[src/rtl/draw_rect_ctl.sv]
// draw_rect_ctl - frame-rate motion controller for the sprite rectangle.
//
// Produces the xpos/ypos pair for the rectangle draw stage. In IDLE the
// rectangle follows the mouse. A left click drops it under constant per-frame
// acceleration to the floor (SCREEN_H - RECT_H). Every position update is
// applied on the rising edge of vertical blanking only.
//
// Build option: define DRAW_RECT_BOUNCE_EN to make floor hits bounce with a
// 25% velocity loss. Without it, a floor hit always comes to rest.
//
// Ports:
//   pclk        in   pixel clock, rising edge
//   rst         in   synchronous active-high reset
//   vblnk_in    in   vertical blanking; its rising edge is the frame tick
//   mouse_xpos  in   [11:0] mouse X
//   mouse_ypos  in   [11:0] mouse Y
//   mouse_left  in   left button level
//   xpos        out  [11:0] registered rectangle X
//   ypos        out  [11:0] registered rectangle Y
//   busy        out  registered, high while falling or rising
module draw_rect_ctl #(
    parameter int SCREEN_H   = 600,
    parameter int RECT_H     = 64,
    parameter int ACCEL      = 1,
    parameter int VMAX       = 32,
    parameter int MIN_BOUNCE = 4
) (
    input  logic        pclk,
    input  logic        rst,
    input  logic        vblnk_in,
    input  logic [11:0] mouse_xpos,
    input  logic [11:0] mouse_ypos,
    input  logic        mouse_left,
    output logic [11:0] xpos,
    output logic [11:0] ypos,
    output logic        busy
);

    localparam logic [11:0] FLOOR    = 12'(SCREEN_H - RECT_H);
    localparam logic [8:0]  LP_ACCEL = 9'(ACCEL);
    localparam logic [8:0]  LP_VMAX  = 9'(VMAX);

`ifdef DRAW_RECT_BOUNCE_EN
    localparam logic [7:0]  LP_MIN_BOUNCE = 8'(MIN_BOUNCE);
    typedef enum logic [1:0] {S_IDLE, S_FALL, S_RISE, S_REST} state_t;
`else
    typedef enum logic [1:0] {S_IDLE, S_FALL, S_REST} state_t;
`endif

    state_t      r_state, w_state_nx;
    logic [7:0]  r_vel, w_vel_nx;
    logic [11:0] r_xpos, w_xpos_nx;
    logic [11:0] r_ypos, w_ypos_nx;
    logic        r_busy, w_busy_nx;
    logic        r_vblnk_prev;
    logic        r_left_prev;

    logic        w_tick;
    logic        w_click;
    logic [8:0]  w_vsum;
    logic [7:0]  w_v;
    logic [12:0] w_y13;

    assign w_tick  = vblnk_in & ~r_vblnk_prev;
    assign w_click = mouse_left & ~r_left_prev;

    // Falling step: saturating velocity, then a 13-bit sum so the floor
    // compare never wraps.
    assign w_vsum = {1'b0, r_vel} + LP_ACCEL;
    assign w_v    = (w_vsum > LP_VMAX) ? LP_VMAX[7:0] : w_vsum[7:0];
    assign w_y13  = {1'b0, r_ypos} + {5'b0, w_v};

`ifdef DRAW_RECT_BOUNCE_EN
    logic [7:0]  w_vb;
    logic [7:0]  w_vel_dec;

    assign w_vb      = w_v - (w_v >> 2);
    assign w_vel_dec = ({1'b0, r_vel} > LP_ACCEL) ? (r_vel - LP_ACCEL[7:0]) : '0;
`endif

    always_ff @(posedge pclk) begin
        if (rst) begin
            r_state      <= S_IDLE;
            r_vel        <= '0;
            r_xpos       <= '0;
            r_ypos       <= '0;
            r_busy       <= 1'b0;
            r_vblnk_prev <= 1'b1;
            r_left_prev  <= 1'b1;
        end else begin
            r_state      <= w_state_nx;
            r_vel        <= w_vel_nx;
            r_xpos       <= w_xpos_nx;
            r_ypos       <= w_ypos_nx;
            r_busy       <= w_busy_nx;
            r_vblnk_prev <= vblnk_in;
            r_left_prev  <= mouse_left;
        end
    end

    always_comb begin
        w_state_nx = r_state;
        w_vel_nx   = r_vel;
        w_xpos_nx  = r_xpos;
        w_ypos_nx  = r_ypos;

        case (r_state)
            S_IDLE: begin
                if (w_tick) begin
                    w_xpos_nx = mouse_xpos;
                    w_ypos_nx = (mouse_ypos > FLOOR) ? FLOOR : mouse_ypos;
                end
                // Click does not wait for a tick; a coincident tick still
                // loads the mouse position above.
                if (w_click) begin
                    w_state_nx = S_FALL;
                    w_vel_nx   = '0;
                end
            end

            S_FALL: begin
                if (w_tick) begin
                    if (w_y13 < {1'b0, FLOOR}) begin
                        w_ypos_nx = w_y13[11:0];
                        w_vel_nx  = w_v;
                    end else begin
                        w_ypos_nx = FLOOR;
`ifdef DRAW_RECT_BOUNCE_EN
                        if (w_vb >= LP_MIN_BOUNCE) begin
                            w_state_nx = S_RISE;
                            w_vel_nx   = w_vb;
                        end else begin
                            w_state_nx = S_REST;
                            w_vel_nx   = '0;
                        end
`else
                        w_state_nx = S_REST;
                        w_vel_nx   = '0;
`endif
                    end
                end
            end

`ifdef DRAW_RECT_BOUNCE_EN
            S_RISE: begin
                if (w_tick) begin
                    w_ypos_nx = ({4'b0, r_vel} > r_ypos) ? '0 : (r_ypos - {4'b0, r_vel});
                    w_vel_nx  = w_vel_dec;
                    if (w_vel_dec == '0) begin
                        w_state_nx = S_FALL;
                    end
                end
            end
`endif

            S_REST: begin
                if (w_click) begin
                    w_state_nx = S_IDLE;
                end
            end

            default: begin
                w_state_nx = S_IDLE;
            end
        endcase

`ifdef DRAW_RECT_BOUNCE_EN
        w_busy_nx = (w_state_nx == S_FALL) || (w_state_nx == S_RISE);
`else
        w_busy_nx = (w_state_nx == S_FALL);
`endif
    end

    assign xpos = r_xpos;
    assign ypos = r_ypos;
    assign busy = r_busy;

endmodule

[config.mk]
export PLATFORM = sky130hd
export DESIGN_NAME = draw_rect_ctl
export DESIGN_NICKNAME = d
export VERILOG_FILES = /design/src/rtl/draw_rect_ctl.sv
export SDC_FILE = /design/constraint.sdc
export NUM_CORES = 1
export LEC_CHECK = 0
export CAP_MARGIN = 20
export CORE_MARGIN = 2
export CORE_UTILIZATION = 50
export CTS_BUF_LIST = sky130_fd_sc_hd__clkbuf_2
export DETAILED_ROUTE_END_ITERATION = 10
export PLACE_DENSITY = 0.76
export SLEW_MARGIN = 20
export SYNTH_ARGS = -nofsm -noshare
export SYNTH_HDL_FRONTEND = slang
export SYNTH_SLANG_ARGS = --single-unit
[constraint.sdc]
create_clock -name pclk -period 6.1 [get_ports pclk]
set_clock_uncertainty 0.15 [all_clocks]
set_input_delay 0.61 -clock pclk [delete_from_list [all_inputs] [get_ports pclk]]
set_output_delay 0.61 -clock pclk [all_outputs]
set_load 0.01 [all_outputs]
==> flow_metrics.tcl, run 1 <==
set metrics [dict create \
    status "complete, no violations" \
    wirelength_um 6880 \
    syn_inst 321 \
    viasPerCell 5.95 \
    cts_max_path_buffers 2 \
    cts.htree.levels 2 \
    post-place-ws_ns 0.801 \
    synth_area_um2 2630 \
    place_inst 428 \
    rsz0062_at_grt "no" \
    num_antenna_cells 0 \
    hold_violations 0 \
    synth_ff_type "dfxtp_1" \
    synth.most_common_cell "nand2_1" \
    maxSlewViolCount 0 \
    stdcell_count 436 \
    first_iter_violations 185 \
    ys_ff_latch 37 \
    die_y_um 76.5 \
    crit_path_max_fanout 14 \
    worstMarginPinSlew_ns 0.864 \
    hold_slack_ns 0.317 \
    wl_per_cell_um 15.8 \
    crit_type "reg2reg" \
    drc_errors 0 \
    grt_max_degree 26 \
    gp_congestion 0.936 \
    yosys-top-cells-area "dfxtp_1 (28%), nand2_1 (7.0%), a21oi_1 (6.7%), xnor2_1 (3.7%), ha_1 (3.3%)" \
    cap_violations 0 \
    cp.arrival_ns 5.61 \
    max-vdd-ir-drop_mv 0.127 \
    insertion_delay_ns 0.39 \
    antenna_left 0 \
    clock_sinks 37 \
    postSynth.asyncResetShare_pct 0 \
    utilization_pct 63.1 \
    yosysSeqAreaShare_pct 28.2 \
    area.growth.synth_to_final_pct 21.8 \
    register_area_um2 741 \
    die_area_um2 5850 \
    slew_headroom_pct 42.2 \
    yosys-top-cells-count "nand2_1 (49), dfxtp_1 (37), a21oi_1 (35)" \
    fillCellCount 481 \
    setup.worst_path.end_class "flip-flop" \
    grt_pass1_vias 2475 \
    yosysTopAreaCell "dfxtp_1" \
    root_buffer "clkbuf_2" \
    setup_viol 0 \
    hpwl_um 5360 \
    leakage_uw 0.00121 \
    postCtsSetupBuffers 0 \
    setup_ws_ns 0.660 \
    multiInputGateArea_um2 1760 \
    vias 2593 \
    yosys.area.top_type_share_pct 28.2 \
    required_ns 6.27 \
    grt_usage_pct 24.0 \
    boundaryPins 53 \
    ys_types 72 \
    startpoint_type "flip-flop" \
    syn_area_per_cell_um2 8.19 \
    hold_path_class "reg2reg" \
    hold_buffers 0 \
    yosys_warnings 0 \
    antenna_found_initial 0 \
    layout.nets 401 \
    synth_enable_flop_cells 0 \
    dr.pass1.iters 5 \
    coreArea_um2 5070 \
    path_clk_slew_ns 0.20 \
    numCtsBuffers 5 \
    num_rows 26 \
    start_util_pct 51.8 \
    grt_pass1_wl_um 11600 \
    final.min_clock_period_ns 5.44 \
    grt.overflow.total 0 \
    fmax_mhz 184 \
    cts_tree "built" \
    finalCritPeriodShare_pct 89.2 \
    p_per_area_nw_per_um2 147 \
    io_buffers 52 \
    fin_tns_setup_ns 0 \
    drive_gt1_share_pct 11.7 \
    die_w_um 76.5 \
    cts_resized 0 \
]
==> routing by layer <==
metal / GRT usage [%] / vias to the layer above / wire (um)
li1: - / 1256 / -
met1: 32.1 / 1214 / 3010
met2: 37.4 / 108 / 3180
met3: 6.64 / 15 / 562
met4: 8.18 / 0 / 130
met5: 0 / - / 0
==> sequential cells by signal, summed over array words and instances, names as in the netlist <==
name and flops:
ypos 12, r_vel 8, r_state 2, xpos 12, r_vblnk_prev 1, r_left_prev 1
busy 1
==> worst max-delay path, stage by stage, from the launching register on <==
cell and delay (ns):
dfxtp_1 0.47, ha_1 0.40, and3_4 0.27, nand4_2 0.14
a21o_1 0.22, nor3_2 0.43, and2_1 0.29, ha_1 0.15
a21oi_1 0.14, a21oi_1 0.25, a21oi_1 0.06, or4_1 0.46
a211oi_2 0.29, xor2_1 0.14, a311o_2 0.39, o41ai_4 0.64
a32oi_1 0.22, o221a_1 0.26
==> through the flow <==
stage / power (uW) / cell area (um2)
5_1_grt: 494 / 3200
3_3_place_gp: 361 / 3160
3_5_place_dp: 363 / 3160
4_1_cts: 474 / 3200
6_report: 469 / 3200
2_1_floorplan: 317 / 2630
==> layout make-up <==
type	count	area share, %
Clock buffer	6	0.938
Clock inverter	2	0.313
Inverter	11	1.29
Multi-Input combinational cell	256	54.8
Sequential cell	37	23.1
Tap cell	70	2.74
Timing Repair Buffer	54	16.7
==> placed cells by master (no fill, tap or decap), drive strengths merged, types with 3 or more instances in the layout <==
cell type,n
inv,11
nand3,6
a32o,4
nor3,6
o211ai,5
a32oi,8
o41ai,3
a21oi,38
nor2,19
ha,7
xnor2,12
and2,7
and3,4
dfxtp,37
clkdlybuf4s50,52
nor2b,6
or2,3
nand2b,5
a21o,4
nand2,49
nand4,4
a31oi,3
xor2,5
o21ai,16
clkbuf,6
nor4,5
==> final timing paths <==
kind | to | slack (ns) | startpoint | depth (start not counted)
setup / recovery | ypos[3] | 0.66 | r_vel[0] | 17
hold / removal | xpos[3] | 0.32 | xpos[3] | 2
setup reg to reg | ypos[3] | 0.66 | r_vel[0] | 17
hold reg to reg | xpos[3] | 0.32 | xpos[3] | 2
==> where the power goes <==
group | leakage [uW] | internal [uW] | switching [uW]
registers | 0.000301 | 251 | 12.0
logic | 0.000874 | 49.2 | 46.6
clock network | 0.0000327 | 28.8 | 81.8
==> kinds of logic (layout without fill, tap and decap cells) <==
group | after synthesis | in the layout | share of synthesized area (%)
other | 1 | 2 | 0.143
XOR/XNOR | 17 | 17 | 5.95
multiplexers | 3 | 3 | 1.52
buffers and inverters | 29 | 73 | 5.19
AND/OR/NAND/NOR | 121 | 121 | 24.2
AO/OA/AOI/OAI | 103 | 103 | 29.9
flip-flops | 37 | 37 | 28.2
adder cells (fa/ha/maj) | 10 | 10 | 4.90
Note: power is estimated with default switching activity, not from simulation.
==> inputs of run 2 (changes only) <==
- ABC_AREA: unset -> 1
- PLACE_DENSITY: 0.76 -> 0.77
==> run 2 against run 1 <==
  * First-iteration DRC count is 2.2% lower
  * Area after synthesis is 7.5% lower
  * Register-to-register slack better by 2.0 ns
  * Design area is 6.0% lower
  * Clock power is 4% lower
  * Sequential power hardly changed
  * Die area is 7.1% lower
  * Setup slack better by 2.0 ns
  * Routed wire length is 12% lower
  * Count of clock-buffer cells in the layout is 1 lower
  * Maximum frequency is 56% higher
  * Largest power group unchanged
==> flow_metrics.tcl, run 2 <==
set metrics [dict create \
    viasPerCell 5.28 \
    wirelength_um 6040 \
    cts_max_path_buffers 2 \
    postCtsSetupBuffers 0 \
    final.min_clock_period_ns 3.49 \
    postSynth.asyncResetShare_pct 0 \
    syn_area_per_cell_um2 6.70 \
    antenna_left 0 \
    cts_tree "built" \
    hold_buffers 0 \
    crit_slowest_cell "dfxtp_1" \
    startpoint_type "flip-flop" \
    yosysSeqAreaShare_pct 30.5 \
    boundaryPins 53 \
    cpPeakStageDelay_ns 0.48 \
    multiInputGateArea_um2 1460 \
    crit_family "simple AND/OR/NAND/NOR gates" \
    cts.htree.levels 2 \
    register_area_um2 741 \
    fillCellCount 430 \
    die_y_um 73.7 \
    final_common_cell "nand2_1" \
    path_common_cell "nand2_1" \
    antenna_found_initial 0 \
    vias 2473 \
    cap_violations 0 \
    insertion_delay_ns 0.39 \
    clock_sinks 37 \
    num_antenna_cells 0 \
    yosys.area.top_type_share_pct 30.5 \
    wl_per_cell_um 12.9 \
    worstMarginPinSlew_ns 0.726 \
    cp.buffers_inverters 0 \
    first_iter_violations 181 \
    drc_errors 0 \
    crit_type "reg2reg" \
    die_area_um2 5440 \
    io_buffers 52 \
    area.growth.synth_to_final_pct 23.7 \
    status "complete, no violations" \
    setup.worst_path.end_class "flip-flop" \
    synth.most_common_cell "nand2_1" \
    yosysTopAreaCell "dfxtp_1" \
    design_area_um2 3010 \
    ys_types 38 \
    ys_ff_latch 37 \
    crit_path_max_fanout 16 \
    synth_area_um2 2430 \
    cp_cell_sequence "ha_1 > nand3_1 > nand2_1 > nand2_1 > nor2_1 > nand2_1 > nand2_2 > nand2_1 > nor2_1 > ha_1 > a21o_1 > nand2_2 > nand2_2 > nand2_2 > nand2_2 > nand3_1 > nand2_1 > nor2_1 > nand4_1 > nand2_2 > nand2_1 > nand2_1 > a21oi_1" \
    root_buffer "clkbuf_2" \
    rsz0062_at_grt "no" \
    place_area_um2 2970 \
    coreArea_um2 4690 \
    post-place-ws_ns 2.36 \
    leakage_uw 0.00137 \
    maxSlewViolCount 0 \
    grt_usage_pct 24.1 \
    max-vdd-ir-drop_mv 0.135 \
    gp_congestion 0.900 \
    die_w_um 73.7 \
    fin_tns_setup_ns 0 \
    required_ns 6.19 \
    yosys_warnings 0 \
    layout.nets 450 \
    hold_path_class "reg2reg" \
    fmax_mhz 287 \
    slew_headroom_pct 51.4 \
    setup_viol 0 \
    grt.overflow.total 0 \
    grt_pass1_wl_um 10300 \
    synth_ff_type "dfxtp_1" \
    drive_gt1_share_pct 11.6 \
    yosys-top-cells-area "dfxtp_1 (30%), nand2_1 (9.9%), nor2_1 (7.9%), inv_1 (6.2%), a21oi_1 (6.0%)" \
    setup_ws_ns 2.61 \
    grt_max_degree 23 \
    hold_violations 0 \
    final_cell_mix "nand2_1 (64), clkdlybuf4s50_1 (52), nor2_1 (51)" \
    hpwl_um 4720 \
    dr.pass1.iters 4 \
    num_rows 25 \
    yosys-top-cells-count "nand2_1 (64), nor2_1 (51), inv_1 (40)" \
    cts_resized 0 \
    grt_pass1_vias 2345 \
    start_util_pct 51.8 \
    path_clk_slew_ns 0.20 \
    finalCritPeriodShare_pct 57.2 \
    syn_inst 363 \
    synth_enable_flop_cells 0 \
    numCtsBuffers 5 \
    cp.arrival_ns 3.58 \
    p_per_area_nw_per_um2 156 \
]
## run 2: logic make-up (layout without fill, tap and decap cells)
logic type	Yosys count	count (layout)	share of synthesized area (%)
simple gates	199	199	41.1
compound gates	59	59	13.0
buf+inv	56	106	9.77
flops	37	37	30.5
fa+ha+maj	8	8	4.42
xor+xnor	3	3	1.08
other cells	1	2	0.154
## run 2: worst register-to-register path: cells and delay by family, from the launching register on
| family | cells | cell delay (ns) |
|---|---|---|
| adder cells (fa/ha/maj) | 2 | 0.53 |
| AO/OA/AOI/OAI | 2 | 0.23 |
| flip-flops | 1 | 0.48 |
| AND/OR/NAND/NOR | 19 | 1.94 |
## run 2: worst paths after layout
kind,slack (ns),end,cells past startpoint,startpoint
hold reg to reg,0.33,r_vel[7],2,r_vel[7]
hold / removal,0.33,r_vel[7],2,r_vel[7]
setup / recovery,2.61,r_state[1],23,r_vel[0]
setup reg to reg,2.61,r_state[1],23,r_vel[0]
## run 2: per-layer routing
metal | part of all wire [%] | GRT usage, % | vias to the layer above | wire length, um
met2 | 45 | 38.6 | 73 | 2730
met4 | 0.79 | 6.46 | 0 | 48
met5 | 0 | 0 | - | 0
met3 | 6.4 | 6.45 | 5 | 384
li1 | - | - | 1292 | -
met1 | 48 | 32.0 | 1103 | 2870
## run 2: report_power, final
group          switching [uW]  total (uW)  internal, uW
logic                    53.6         102          48.1
registers                9.26         262           253
clock network            82.1         107          24.7
total                     145         470           325
## run 2: cell type report
type | count | share of cell area (%)
Multi-Input combinational cell | 271 | 48.5
Sequential cell | 37 | 24.6
Timing Repair Buffer | 52 | 17.3
Inverter | 47 | 6.16
Tap cell | 54 | 2.25
Clock buffer | 5 | 0.832
Clock inverter | 2 | 0.374
## run 2: per-stage QoR
step | hold slack (ns) | power (uW) | util [%] | cells
6_report | 0.327 | 470 | 64.1 | 468
3_3_place_gp | 0.300 | 367 | 63.3 | 461
5_1_grt | 0.374 | 498 | 64.1 | 468
4_1_cts | 0.329 | 473 | 64.1 | 468
2_1_floorplan | 0.286 | 319 | - | 364
3_5_place_dp | 0.305 | 368 | 63.3 | 461
